===== src/rtl/booth_seq_divider_pkg.sv =====
// ----------------------------------------------------------------------------
// booth_seq_divider_pkg
// Shared arithmetic-cluster definitions used by the sequential divider (and
// the neighbouring multipliers):
//   - state_e       : control FSM encoding (IDLE / RUN / FIX)
//   - DIV_MAX_W     : widest operand the sign helper supports
//   - cond_negate() : two's-complement conditional negate, used for both
//                     absolute value (neg = sign bit) and sign fix-up
// ----------------------------------------------------------------------------
package booth_seq_divider_pkg;

   typedef enum logic [1:0] {
      IDLE = 2'd0,
      RUN  = 2'd1,
      FIX  = 2'd2
   } state_e;

   // Callers zero-extend their N-bit operand to this width and cast the
   // result back to N bits; negation modulo 2^64 truncated to N bits equals
   // negation modulo 2^N, so one helper serves every operand width <= 64.
   localparam int DIV_MAX_W = 64;

   function automatic logic [DIV_MAX_W-1:0] cond_negate(
      input logic [DIV_MAX_W-1:0] value,
      input logic                 neg
   );
      logic [DIV_MAX_W-1:0] result;
      if (neg) begin
         result = ~value + {{(DIV_MAX_W-1){1'b0}}, 1'b1};
      end else begin
         result = value;
      end
      return result;
   endfunction

endpackage : booth_seq_divider_pkg


===== src/rtl/booth_seq_divider_div_step.sv =====
// ----------------------------------------------------------------------------
// booth_seq_divider_div_step
// One combinational restoring-division step on operand magnitudes.
//   prem_i  [N:0]   : partial remainder before the step
//   bit_i           : next dividend bit shifted in at the LSB
//   dvsr_i  [N-1:0] : divisor magnitude
//   prem_o  [N:0]   : partial remainder after shift/compare/subtract
//   q_bit_o         : quotient bit produced by this step
// ----------------------------------------------------------------------------
module booth_seq_divider_div_step #(
   parameter int N = 32
) (
   input  logic [N:0]   prem_i,
   input  logic         bit_i,
   input  logic [N-1:0] dvsr_i,
   output logic [N:0]   prem_o,
   output logic         q_bit_o
);

   logic [N+1:0] shifted_s;
   logic [N+1:0] dvsr_ext_s;
   logic [N:0]   diff_s;

   // Shift in the next dividend bit, then subtract the divisor if it fits.
   always_comb begin
      // The shifted value is kept one bit wider than prem so the compare
      // sees every bit; the invariant prem < divisor keeps the top bit clear.
      shifted_s  = {prem_i, bit_i};
      dvsr_ext_s = {2'b00, dvsr_i};
      diff_s     = shifted_s[N:0] - dvsr_ext_s[N:0];
      if (shifted_s >= dvsr_ext_s) begin
         prem_o  = diff_s;
         q_bit_o = 1'b1;
      end else begin
         prem_o  = shifted_s[N:0];
         q_bit_o = 1'b0;
      end
   end

endmodule : booth_seq_divider_div_step


===== src/rtl/booth_seq_divider.sv =====
// ----------------------------------------------------------------------------
// booth_seq_divider
// Sequential signed divider: one quotient bit per clock (restoring
// shift-subtract on magnitudes) followed by a sign fix-up cycle. Results
// follow Verilog '/' and '%' (truncate toward zero, remainder takes the
// dividend's sign).
//   clk, rst     : clock, asynchronous active-high reset
//   start        : request; operands sampled on the same edge when idle
//   dividend     : signed N-bit dividend
//   divisor      : signed N-bit divisor
//   quotient     : signed N-bit quotient (registered, held until next result)
//   remainder    : signed N-bit remainder (registered, held until next result)
//   busy         : operation in progress
//   done         : one-cycle pulse when quotient/remainder are updated
//   div_by_zero  : one-cycle pulse with done when the divisor was zero
// Supports 4 <= N <= DIV_MAX_W.
// ----------------------------------------------------------------------------
module booth_seq_divider
   import booth_seq_divider_pkg::*;
#(
   parameter int N = 32
) (
   input  logic         clk,
   input  logic         rst,
   input  logic         start,
   input  logic [N-1:0] dividend,
   input  logic [N-1:0] divisor,
   output logic [N-1:0] quotient,
   output logic [N-1:0] remainder,
   output logic         busy,
   output logic         done,
   output logic         div_by_zero
);

   localparam int CW = $clog2(N + 1);

   state_e         state_q,     state_d;
   logic [N:0]     prem_q,      prem_d;
   // Holds the dividend magnitude while it shifts out MSB-first; quotient
   // bits shift in at the LSB. In the divide-by-zero path it holds the raw
   // dividend so it can be returned as the remainder.
   logic [N-1:0]   qbits_q,     qbits_d;
   logic [N-1:0]   dvsr_q,      dvsr_d;
   logic [CW-1:0]  count_q,     count_d;
   logic           neg_quo_q,   neg_quo_d;
   logic           neg_rem_q,   neg_rem_d;
   logic           dz_q,        dz_d;
   logic [N-1:0]   quotient_q,  quotient_d;
   logic [N-1:0]   remainder_q, remainder_d;
   logic           busy_q,      busy_d;
   logic           done_q,      done_d;
   logic           dz_out_q,    dz_out_d;

   logic [N:0]     step_prem_s;
   logic           step_qbit_s;

   booth_seq_divider_div_step #(
      .N (N)
   ) u_div_step (
      .prem_i  (prem_q),
      .bit_i   (qbits_q[N-1]),
      .dvsr_i  (dvsr_q),
      .prem_o  (step_prem_s),
      .q_bit_o (step_qbit_s)
   );

   // Next-state, datapath and output logic for the IDLE/RUN/FIX controller.
   always_comb begin
      state_d     = state_q;
      prem_d      = prem_q;
      qbits_d     = qbits_q;
      dvsr_d      = dvsr_q;
      count_d     = count_q;
      neg_quo_d   = neg_quo_q;
      neg_rem_d   = neg_rem_q;
      dz_d        = dz_q;
      quotient_d  = quotient_q;
      remainder_d = remainder_q;
      done_d      = 1'b0;
      dz_out_d    = 1'b0;

      case (state_q)
         IDLE: begin
            if (start) begin
               if (divisor == {N{1'b0}}) begin
                  dz_d    = 1'b1;
                  qbits_d = dividend;
                  state_d = FIX;
               end else begin
                  dz_d      = 1'b0;
                  qbits_d   = N'(cond_negate(DIV_MAX_W'(dividend), dividend[N-1]));
                  dvsr_d    = N'(cond_negate(DIV_MAX_W'(divisor), divisor[N-1]));
                  neg_quo_d = dividend[N-1] ^ divisor[N-1];
                  neg_rem_d = dividend[N-1];
                  prem_d    = {(N+1){1'b0}};
                  count_d   = CW'(N);
                  state_d   = RUN;
               end
            end else begin
               state_d = IDLE;
            end
         end

         RUN: begin
            prem_d  = step_prem_s;
            qbits_d = {qbits_q[N-2:0], step_qbit_s};
            count_d = count_q - CW'(1);
            if (count_q == CW'(1)) begin
               state_d = FIX;
            end else begin
               state_d = RUN;
            end
         end

         FIX: begin
            if (dz_q) begin
               quotient_d  = {N{1'b1}};
               remainder_d = qbits_q;
               dz_out_d    = 1'b1;
            end else begin
               // MIN / -1 wraps naturally: qmag = 2^(N-1), negation modulo
               // 2^N leaves it at MIN. A zero magnitude negates to zero.
               quotient_d  = N'(cond_negate(DIV_MAX_W'(qbits_q), neg_quo_q));
               remainder_d = N'(cond_negate(DIV_MAX_W'(prem_q[N-1:0]), neg_rem_q));
               dz_out_d    = 1'b0;
            end
            done_d  = 1'b1;
            state_d = IDLE;
         end

         default: begin
            state_d = IDLE;
         end
      endcase

      // busy tracks the registered state, so it drops on the edge done rises.
      busy_d = (state_d != IDLE);
   end

   // State, datapath and registered-output flops.
   always_ff @(posedge clk or posedge rst) begin
      if (rst) begin
         state_q     <= IDLE;
         prem_q      <= {(N+1){1'b0}};
         qbits_q     <= {N{1'b0}};
         dvsr_q      <= {N{1'b0}};
         count_q     <= {CW{1'b0}};
         neg_quo_q   <= 1'b0;
         neg_rem_q   <= 1'b0;
         dz_q        <= 1'b0;
         quotient_q  <= {N{1'b0}};
         remainder_q <= {N{1'b0}};
         busy_q      <= 1'b0;
         done_q      <= 1'b0;
         dz_out_q    <= 1'b0;
      end else begin
         state_q     <= state_d;
         prem_q      <= prem_d;
         qbits_q     <= qbits_d;
         dvsr_q      <= dvsr_d;
         count_q     <= count_d;
         neg_quo_q   <= neg_quo_d;
         neg_rem_q   <= neg_rem_d;
         dz_q        <= dz_d;
         quotient_q  <= quotient_d;
         remainder_q <= remainder_d;
         busy_q      <= busy_d;
         done_q      <= done_d;
         dz_out_q    <= dz_out_d;
      end
   end

   assign quotient    = quotient_q;
   assign remainder   = remainder_q;
   assign busy        = busy_q;
   assign done        = done_q;
   assign div_by_zero = dz_out_q;

endmodule : booth_seq_divider


===== config.mk =====
export PLATFORM = sky130hd
export DESIGN_NAME = booth_seq_divider
export DESIGN_NICKNAME = d
export VERILOG_FILES = /design/src/rtl/booth_seq_divider_pkg.sv /design/src/rtl/booth_seq_divider_div_step.sv /design/src/rtl/booth_seq_divider.sv
export SDC_FILE = /design/constraint.sdc
export NUM_CORES = 1
export LEC_CHECK = 0
export CAP_MARGIN = 20
export CORE_MARGIN = 5
export CORE_UTILIZATION = 45
export DETAILED_ROUTE_END_ITERATION = 6
export PLACE_DENSITY = 0.69
export SETUP_SLACK_MARGIN = 0.1
export SLEW_MARGIN = 20
export SYNTH_ARGS = -nofsm -noshare
export SYNTH_HDL_FRONTEND = slang
export SYNTH_SLANG_ARGS = --single-unit

===== constraint.sdc =====
create_clock -name clk -period 5.1 [get_ports clk]
set_input_delay 0.51 -clock clk [delete_from_list [all_inputs] [get_ports clk]]
set_output_delay 0.51 -clock clk [all_outputs]
set_load 0.005 [all_outputs]

# After elaboration in Yosys (flattened, before gate mapping)
# Index checks and enable logic that the tools add are counted.
# classes
eq_ne	5
bitwise	6
order_cmp	1
addsub	6
reduce_logical	8
mux	25
# ops
cell	count
$mux 32	8
$add 32x1->32 const B	4
$not 32->32	4
$mux 33	3
$pmux 33 s2	1
$pmux 32 s2	1
$ge 34x32->1	1
$sub 33x32->33	1
$logic_not 32->1	1
$mux 6	2
$pmux 6 s2	1
$eq 6x1->1 const B	1
$mux 2	3
$reduce_and 3->1	2
$sub 6x1->6 const B	1
$mux 1	5
$ne 2x2->1 const B	2
$pmux 2 s2	1
$reduce_and 2->1	2
$reduce_bool 2->1	2
$eq 2x1->1 const B	1
$eq 2x2->1 const B	1
$logic_not 2->1	1
$not 1->1	1
$xor 1x1->1	1
# totals
inputBits	67
ff_bits	175
elab_cells	64

# Logic depth before layout (Yosys ltp)
# Gate-level depths: netlist of run 1.
# depth
depth_word	6
mapped_depth	14
depth_no_buf	13

# Hierarchy
# Synthesis of run 1 repeated with hierarchy kept, for this count alone.
# hier_totals
cells_unflattened	1345
hier_area_um2	11512.3
# modules_own_cells
module	area_each_um2	cells_per_inst	seq_area_each_um2	instances
booth_seq_divider	9321.4	999	4379.2	1
booth_seq_divider_div_step	2190.9	346	0.0	1

# Least setup slack after synthesis of run 1
# No wires, ideal clock.
# synth_path
path_kind	register to register
start	register qbits_q[31]
end	register prem_q[1]
path_stages_with_launch	15
setup_slack_ns	1.758
synth_period_minus_slack_ns	3.342
t_arrival_ns	3.209
setup_ns	0.133
path_cell_list	dfrtp_1 > inv_1 > ha_1 > inv_1 > fa_1 > a211oi_1 > nor2_1 > a21oi_1 > a2111oi_0 > nor3_1 > o41ai_1 > a21oi_1 > clkbuf_1 > mux2i_1 > o21ai_0
# synth_via
elab_chain_len	3
# synth_rtl
item	line	text
start: declaration	booth_seq_divider.sv:42	logic [N-1:0] qbits_q, qbits_d;
start signal: assignment	booth_seq_divider.sv:145	qbits_q <= {N{1'b0}};
start signal: assignment	booth_seq_divider.sv:159	qbits_q <= qbits_d;
$sub 33x32->33 / $ge 34x32->1 (equally long branches)	booth_seq_divider_div_step.sv:30, booth_seq_divider_div_step.sv:31	
$mux 33 (*)	booth_seq_divider_div_step.sv:31	if (shifted_s >= dvsr_ext_s) begin
$pmux 33 s2 (*)	booth_seq_divider.sv:82	case (state_q)
end signal: assignment	booth_seq_divider.sv:144	prem_q <= {(N+1){1'b0}};
end signal: assignment	booth_seq_divider.sv:158	prem_q <= prem_d;
end: declaration	booth_seq_divider.sv:38	logic [N:0] prem_q, prem_d;
# Mark *: on every way between the ends. The rest lies on a longest branch, timed or not.
# A chain may end at the register's enable or synchronous reset.

# Worst setup path in the final report of run 1
# layout_path
start	register qbits_q[31]
end	register prem_q[19]
# Same word-level chain as after synthesis.

==> flow_metrics.tcl, run 1 <==
set metrics [dict create \
    row_count 58 \
    async_flop_share_pct 100 \
    path_buf_inv 3 \
    hold_path_startpoint "remainder[2]$_DFFE_PP0P_" \
    min_delay_path_depth 2 \
    post-route-min-period_ns 3.76 \
    p_leak_nw 5.79 \
    cts_num_sinks 175 \
    pwr-share-comb_pct 53.1 \
    holdPathEnd "remainder[2]$_DFFE_PP0P_" \
    endpoint_kind "flop" \
    vias_per_cell 5.68 \
    drtAntennaViolNets 0 \
    synth_edf_count 0 \
    drv_cap 0 \
    max-slew-margin-rel_pct 30.1 \
    syn_nets 1486 \
    clkLatencyLatePin_ns 0.44 \
    synth_seq_cells 175 \
    cp_slowest_cell "dfrtp_1" \
    grt_max_degree 118 \
    globalRouteOverflowTotal 0 \
    synth_most_common_cell "dfrtp_1" \
    clkPwrFrac_pct 14.8 \
    routedWlPerCell_um 17.7 \
    ys_top_cells_by_area "dfrtp_1, o21ai_0, xor2_1" \
    powerDensity_nw_per_um2 655 \
    layout-drive-gt1-share_pct 5.05 \
    diodes 0 \
    grt_pass1_wl_um 51000 \
    cp_top_family "compound AO/OA/AOI/OAI gates" \
    final_hold_viol_count 0 \
    ys.flop_type "dfrtp_1" \
    crit-reg2reg-launch "qbits_q[31]$_DFFE_PP0P_" \
    boundaryPins 134 \
    drtIter0Drc 1010 \
    num_vias 10200 \
    p_sw_mw 4.14 \
    maxSlewViolCount 0 \
    die_y_um 170 \
    synth_common_cells "dfrtp_1, o21ai_0, nand2_1" \
    synthSimpleGateAreaFrac_pct 16.9 \
    fin_cells 1794 \
    nets 1557 \
    finalWorstSetupSlack_ns 1.34 \
    critical_path_class "flop to flop" \
    cts_buffers 17 \
    ctsHoldBuffers 0 \
    crit_chain "inv_1, ha_1, inv_1, fa_1, a211oi_1, nor2_1, a21oi_1, a2111oi_0, nor3_1, o41ai_1, a21oi_4, buf_4, mux2i_1, o21ai_0" \
    synth_area_leader_cell "dfrtp_1" \
    tns_ns 0 \
    synth_top_family_by_area "compound AO/OA/AOI/OAI gates" \
    min_period_over_period_pct 73.6 \
    dp_hpwl_um 23800 \
    p_sw_share_pct 46.3 \
    required_ns 5.38 \
    cp-start-kind "flop" \
    synth.mux.area_fraction_pct 2.19 \
    grt_util_all_layers_pct 21.8 \
    place_ws_ns 1.11 \
    cts.path.max_buffers 2 \
    synth-xor-area-share_pct 11.2 \
    avgSynthCellArea_um2 8.38 \
    yosysWarnings 0 \
    die-area_um2 29000 \
    worst_pin_slew_ns 1.04 \
    tritoncts "done" \
    internal_power_mw 4.80 \
    grt_setup_unrepaired "false" \
    seqPwrFrac_pct 32.1 \
    syn_area_um2 11600 \
    wirelength_um 31800 \
    antenna_found_initial 0 \
    clock.fmax_mhz 266 \
    port_buffers 133 \
    vdd_drop_max_uv 258 \
    setup_viol 0 \
    fp.dieW_um 170 \
    htreeDepth 4 \
    synthAdderAreaFrac_pct 4.28 \
    cp.depth 14 \
    r2r_setup_slack_ns 1.34 \
    cts_root_buf "clkbuf_16" \
    post-place-cells 1762 \
    hold_class "flop to flop" \
    cp_common_cell "inv_1" \
    cp-startpoint "qbits_q[31]$_DFFE_PP0P_" \
    start_util_pct 45.8 \
    path_clk_slew_ns 0.07 \
    skew_ns 0.0111 \
    grt_pass1_vias 9458 \
    yosysTopAreaCellShare_pct 37.9 \
    yosysUniqueCellTypes 63 \
    area_growth_pct 18.1 \
    core_area_um2 25300 \
    drc 0 \
    drt_pass1_iterations 5 \
    synth_compound_area_share_pct 22.7 \
    place.gp.congestion 0.906 \
    worstPathArrival_ns 4.04 \
    ff2ff_path_depth 14 \
    seq_area_frac_synth_pct 37.9 \
    cp_max_fo 34 \
    cts_resized 0 \
    worstReg2RegEnd "prem_q[19]$_DFFE_PP0P_" \
    outcome "complete, no violations" \
    max_stage_delay_ns 0.52 \
    cts_post_setup_buffers_inserted 0 \
    netlist_instances 1380 \
]
-- worst register-to-register path: stages, from the launching register on --
cell	delay (ns)
dfrtp_1	0.52
inv_1	0.14
ha_1	0.18
inv_1	0.05
fa_1	0.41
a211oi_1	0.22
nor2_1	0.13
a21oi_1	0.26
a2111oi_0	0.17
nor3_1	0.35
o41ai_1	0.22
a21oi_4	0.16
buf_4	0.44
mux2i_1	0.27
o21ai_0	0.09
-- cells in the final DEF (no fill, tap or decap), types with 7 or more instances in the layout --
cell type / instances
clkbuf_16: 17
mux2i_1: 23
o21ai_1: 8
dfrtp_1: 173
a21oi_1: 114
and3_1: 9
xnor2_1: 54
buf_4: 9
or4_1: 15
o41ai_1: 22
inv_1: 52
nor4_1: 8
nand2b_1: 16
a21o_1: 15
or3_1: 13
o31ai_1: 24
clkdlybuf4s50_1: 133
nor3_1: 10
nand2_1: 155
nor2_1: 113
ha_1: 38
xor2_1: 94
nand3_1: 29
nand4_1: 7
o21ai_0: 168
a32oi_1: 12
a22oi_1: 17
-- layout make-up --
cell class | instances | area, um2
fillers | 2395 | 11600
multi-input cells | 1060 | 6640
flip-flops and latches | 175 | 4380
repair buffers | 143 | 1420
clock buffers | 17 | 425
well taps | 330 | 413
inverters | 54 | 206
clock inverters | 15 | 165
-- metrics by stage --
step | hold WS, ns | power [mW] | util, % | cell area [um2]
after floorplan | 0.451 | 6.11 | - | 11600
after global placement | 0.458 | 7.49 | 51.7 | 13100
after detailed placement | 0.466 | 7.59 | 51.7 | 13100
after CTS | 0.484 | 8.94 | 54.1 | 13700
after global routing | 0.512 | 9.73 | 54.1 | 13700
final | 0.481 | 8.94 | 54.1 | 13700
-- per-layer routing --
metal | wire (um) | GRT usage (%) | up-vias
li1 | - | - | 5012
met1 | 14600 | 31.2 | 4813
met2 | 14000 | 33.0 | 323
met3 | 2050 | 3.60 | 50
met4 | 1100 | 8.78 | 0
met5 | 0 | 0 | -
-- cells by family after synthesis --
| group | count (synthesis) |
|---|---|
| adders and majority gates | 39 |
| AOI/OAI and AO/OA | 434 |
| buffers and inverters | 145 |
| muxes | 25 |
| DFF | 175 |
| and+or+nand+nor | 414 |
| xor gates and xnor gates | 148 |
-- worst max-delay path by stage --
stage / to / slack, ns
floorplan: prem_q[1]$_DFFE_PP0P_ / 1.76
global placement: qbits_q[29]$_DFFE_PP0P_ / 1.17
detailed placement: qbits_q[13]$_DFFE_PP0P_ / 1.11
CTS: prem_q[22]$_DFFE_PP0P_ / 1.36
global route: prem_q[19]$_DFFE_PP0P_ / 1.03
finish: prem_q[19]$_DFFE_PP0P_ / 1.34
-- registers in the layout, summed over array words and instances (netlist names) --
name and flops:
busy 1, count_q 6, div_by_zero 1, done 1, dvsr_q 32, dz_q 1
neg_quo_q 1, neg_rem_q 1, prem_q 33, qbits_q 32, quotient 32, remainder 32
state_q 2
-- power groups by stage --
stage	Combinational [mW]	Clock, mW	Sequential [mW]
2_1_floorplan	3.72	0	2.39
3_3_place_gp	4.64	0	2.85
3_5_place_dp	4.72	0	2.87
4_1_cts	4.75	1.35	2.84
5_1_grt	5.38	1.41	2.94
6_report	4.75	1.32	2.87
Power figures use the tool's default switching activity.
==> run 2, diff against run 1 <==
- PLACE_DENSITY: 0.69 -> 0.66
- clock period: 5.1 -> 3.7 ns (I/O delays scaled with it)
==> flow_metrics.tcl, run 2 (synthesis results as in run 1) <==
set metrics [dict create \
    outcome "complete, no violations" \
    drc 0 \
    ff2ff_path_depth 15 \
    vdd_drop_max_uv 440 \
    dp_hpwl_um 24500 \
    setup_viol 0 \
    cts_post_setup_buffers_inserted 0 \
    largest_reg_flops 33 \
    final_hold_viol_count 0 \
    cts_resized 0 \
    routedWlPerCell_um 17.8 \
    powerDensity_nw_per_um2 909 \
    worst_pin_slew_ns 1.01 \
    globalRouteOverflowTotal 0 \
    final_common_cell "dfrtp_1" \
    max-slew-margin-rel_pct 32.6 \
    antenna_found_initial 0 \
    nets 1589 \
    fin_util_pct 55.3 \
    num_vias 10300 \
    diodes 0 \
    die_y_um 170 \
    final_cell_mix "dfrtp_1, o21ai_0, nand2_1" \
    worstPathArrival_ns 3.67 \
    multi_input_area_um2 6640 \
    grt_setup_unrepaired "false" \
    start_util_pct 45.8 \
    drv_cap 0 \
    endpoint_kind "flop" \
    cts_num_sinks 175 \
    clkLatencyLatePin_ns 0.44 \
    post-route-min-period_ns 3.36 \
    path_clk_slew_ns 0.07 \
    crit-reg2reg-launch "qbits_q[31]$_DFFE_PP0P_" \
    boundaryPins 134 \
    clock.fmax_mhz 298 \
    p_total_mw 12.7 \
    p_leak_nw 5.99 \
    core_area_um2 25300 \
    fill_cells 2382 \
    area_growth_pct 20.7 \
    fp.dieW_um 170 \
    required_ns 4.01 \
    r2r_setup_slack_ns 0.34 \
    cts_buffers 17 \
    grt_pass1_wl_um 51800 \
    ctsHoldBuffers 0 \
    cp-start-kind "flop" \
    skew_ns 0.00985 \
    tns_ns 0 \
    place.gp.congestion 0.901 \
    drt_pass1_iterations 5 \
    grt_util_all_layers_pct 22.1 \
    cp-startpoint "qbits_q[31]$_DFFE_PP0P_" \
    post-place-cells 1794 \
    maxSlewViolCount 0 \
    hold_class "flop to flop" \
    cp_max_fo 13 \
    drtAntennaViolNets 0 \
    cts.path.max_buffers 2 \
    wirelength_um 32500 \
    drtIter0Drc 750 \
    port_buffers 133 \
    regMostFlops "prem_q" \
    grt_pass1_vias 9594 \
    critical_path_class "flop to flop" \
    row_count 58 \
    grt_max_degree 176 \
    worstReg2RegEnd "prem_q[13]$_DFFE_PP0P_" \
    layout.area.seq_um2 4380 \
    cts_root_buf "clkbuf_16" \
    vias_per_cell 5.65 \
    fin_cells 1826 \
    die-area_um2 29000 \
    tritoncts "done" \
    min_period_over_period_pct 90.8 \
    layout-drive-gt1-share_pct 7.09 \
    htreeDepth 4 \
    cp-endpoint "prem_q[13]$_DFFE_PP0P_" \
]
==> run 2: cell type report <==
cell class	instances	area share (%)
multi-input cells	1060	47.6
clock buffers	17	3.05
repair buffers	175	12.2
inverters	54	1.48
flip-flops and latches	175	31.4
well taps	330	2.96
clock inverters	15	1.37
==> run 2: per-stage QoR <==
stage | setup WS (ns) | hold WS, ns | instance area [um2]
final | 0.342 | 0.482 | 14000
after global routing | 0.170 | 0.500 | 14000
after CTS | 0.310 | 0.485 | 14000
after detailed placement | 0.141 | 0.463 | 13300
after global placement | 0.179 | 0.460 | 13300
after floorplan | 0.358 | 0.451 | 11600
==> run 2: power breakdown <==
| part | switching, mW | internal (mW) |
|---|---|---|
| clock network | 0.881 | 1.03 |
| registers | 1.08 | 2.69 |
| logic | 3.83 | 3.17 |
| total | 5.79 | 6.89 |
==> run 2: worst min path at each step <==
| stage | start | end | slack (ns) | cells after the start |
|---|---|---|---|---|
| after global placement | quotient[30]$_DFFE_PP0P_ | quotient[30]$_DFFE_PP0P_ | 0.46 | 2 |
| after global routing | remainder[3]$_DFFE_PP0P_ | remainder[3]$_DFFE_PP0P_ | 0.50 | 2 |
| after detailed placement | quotient[27]$_DFFE_PP0P_ | quotient[27]$_DFFE_PP0P_ | 0.46 | 2 |
| final | quotient[30]$_DFFE_PP0P_ | quotient[30]$_DFFE_PP0P_ | 0.48 | 2 |
| after CTS | quotient[29]$_DFFE_PP0P_ | quotient[29]$_DFFE_PP0P_ | 0.49 | 2 |
| after floorplan | prem_q[32]$_DFFE_PP0P_ | prem_q[32]$_DFFE_PP0P_ | 0.45 | 2 |
==> run 2: critical path: stages, from the launching register on <==
cell       delay (ns)
dfrtp_1          0.40
inv_1            0.08
ha_1             0.18
inv_1            0.06
fa_1             0.42
a211oi_1         0.23
nor2_1           0.10
a21oi_1          0.25
a2111oi_0        0.17
nor3_1           0.32
o41ai_1          0.23
a21oi_4          0.21
buf_4            0.20
nand2b_1         0.16
buf_12           0.14
o21ai_0          0.09
==> run 2: layer usage <==
| layer | GRT usage (%) | up-vias | share of wire, % |
|---|---|---|---|
| li1 | - | 5098 | - |
| met1 | 31.7 | 4838 | 46 |
| met2 | 34.5 | 334 | 45 |
| met3 | 3.39 | 42 | 6.1 |
| met4 | 7.29 | 0 | 2.7 |
| met5 | 0 | - | 0 |
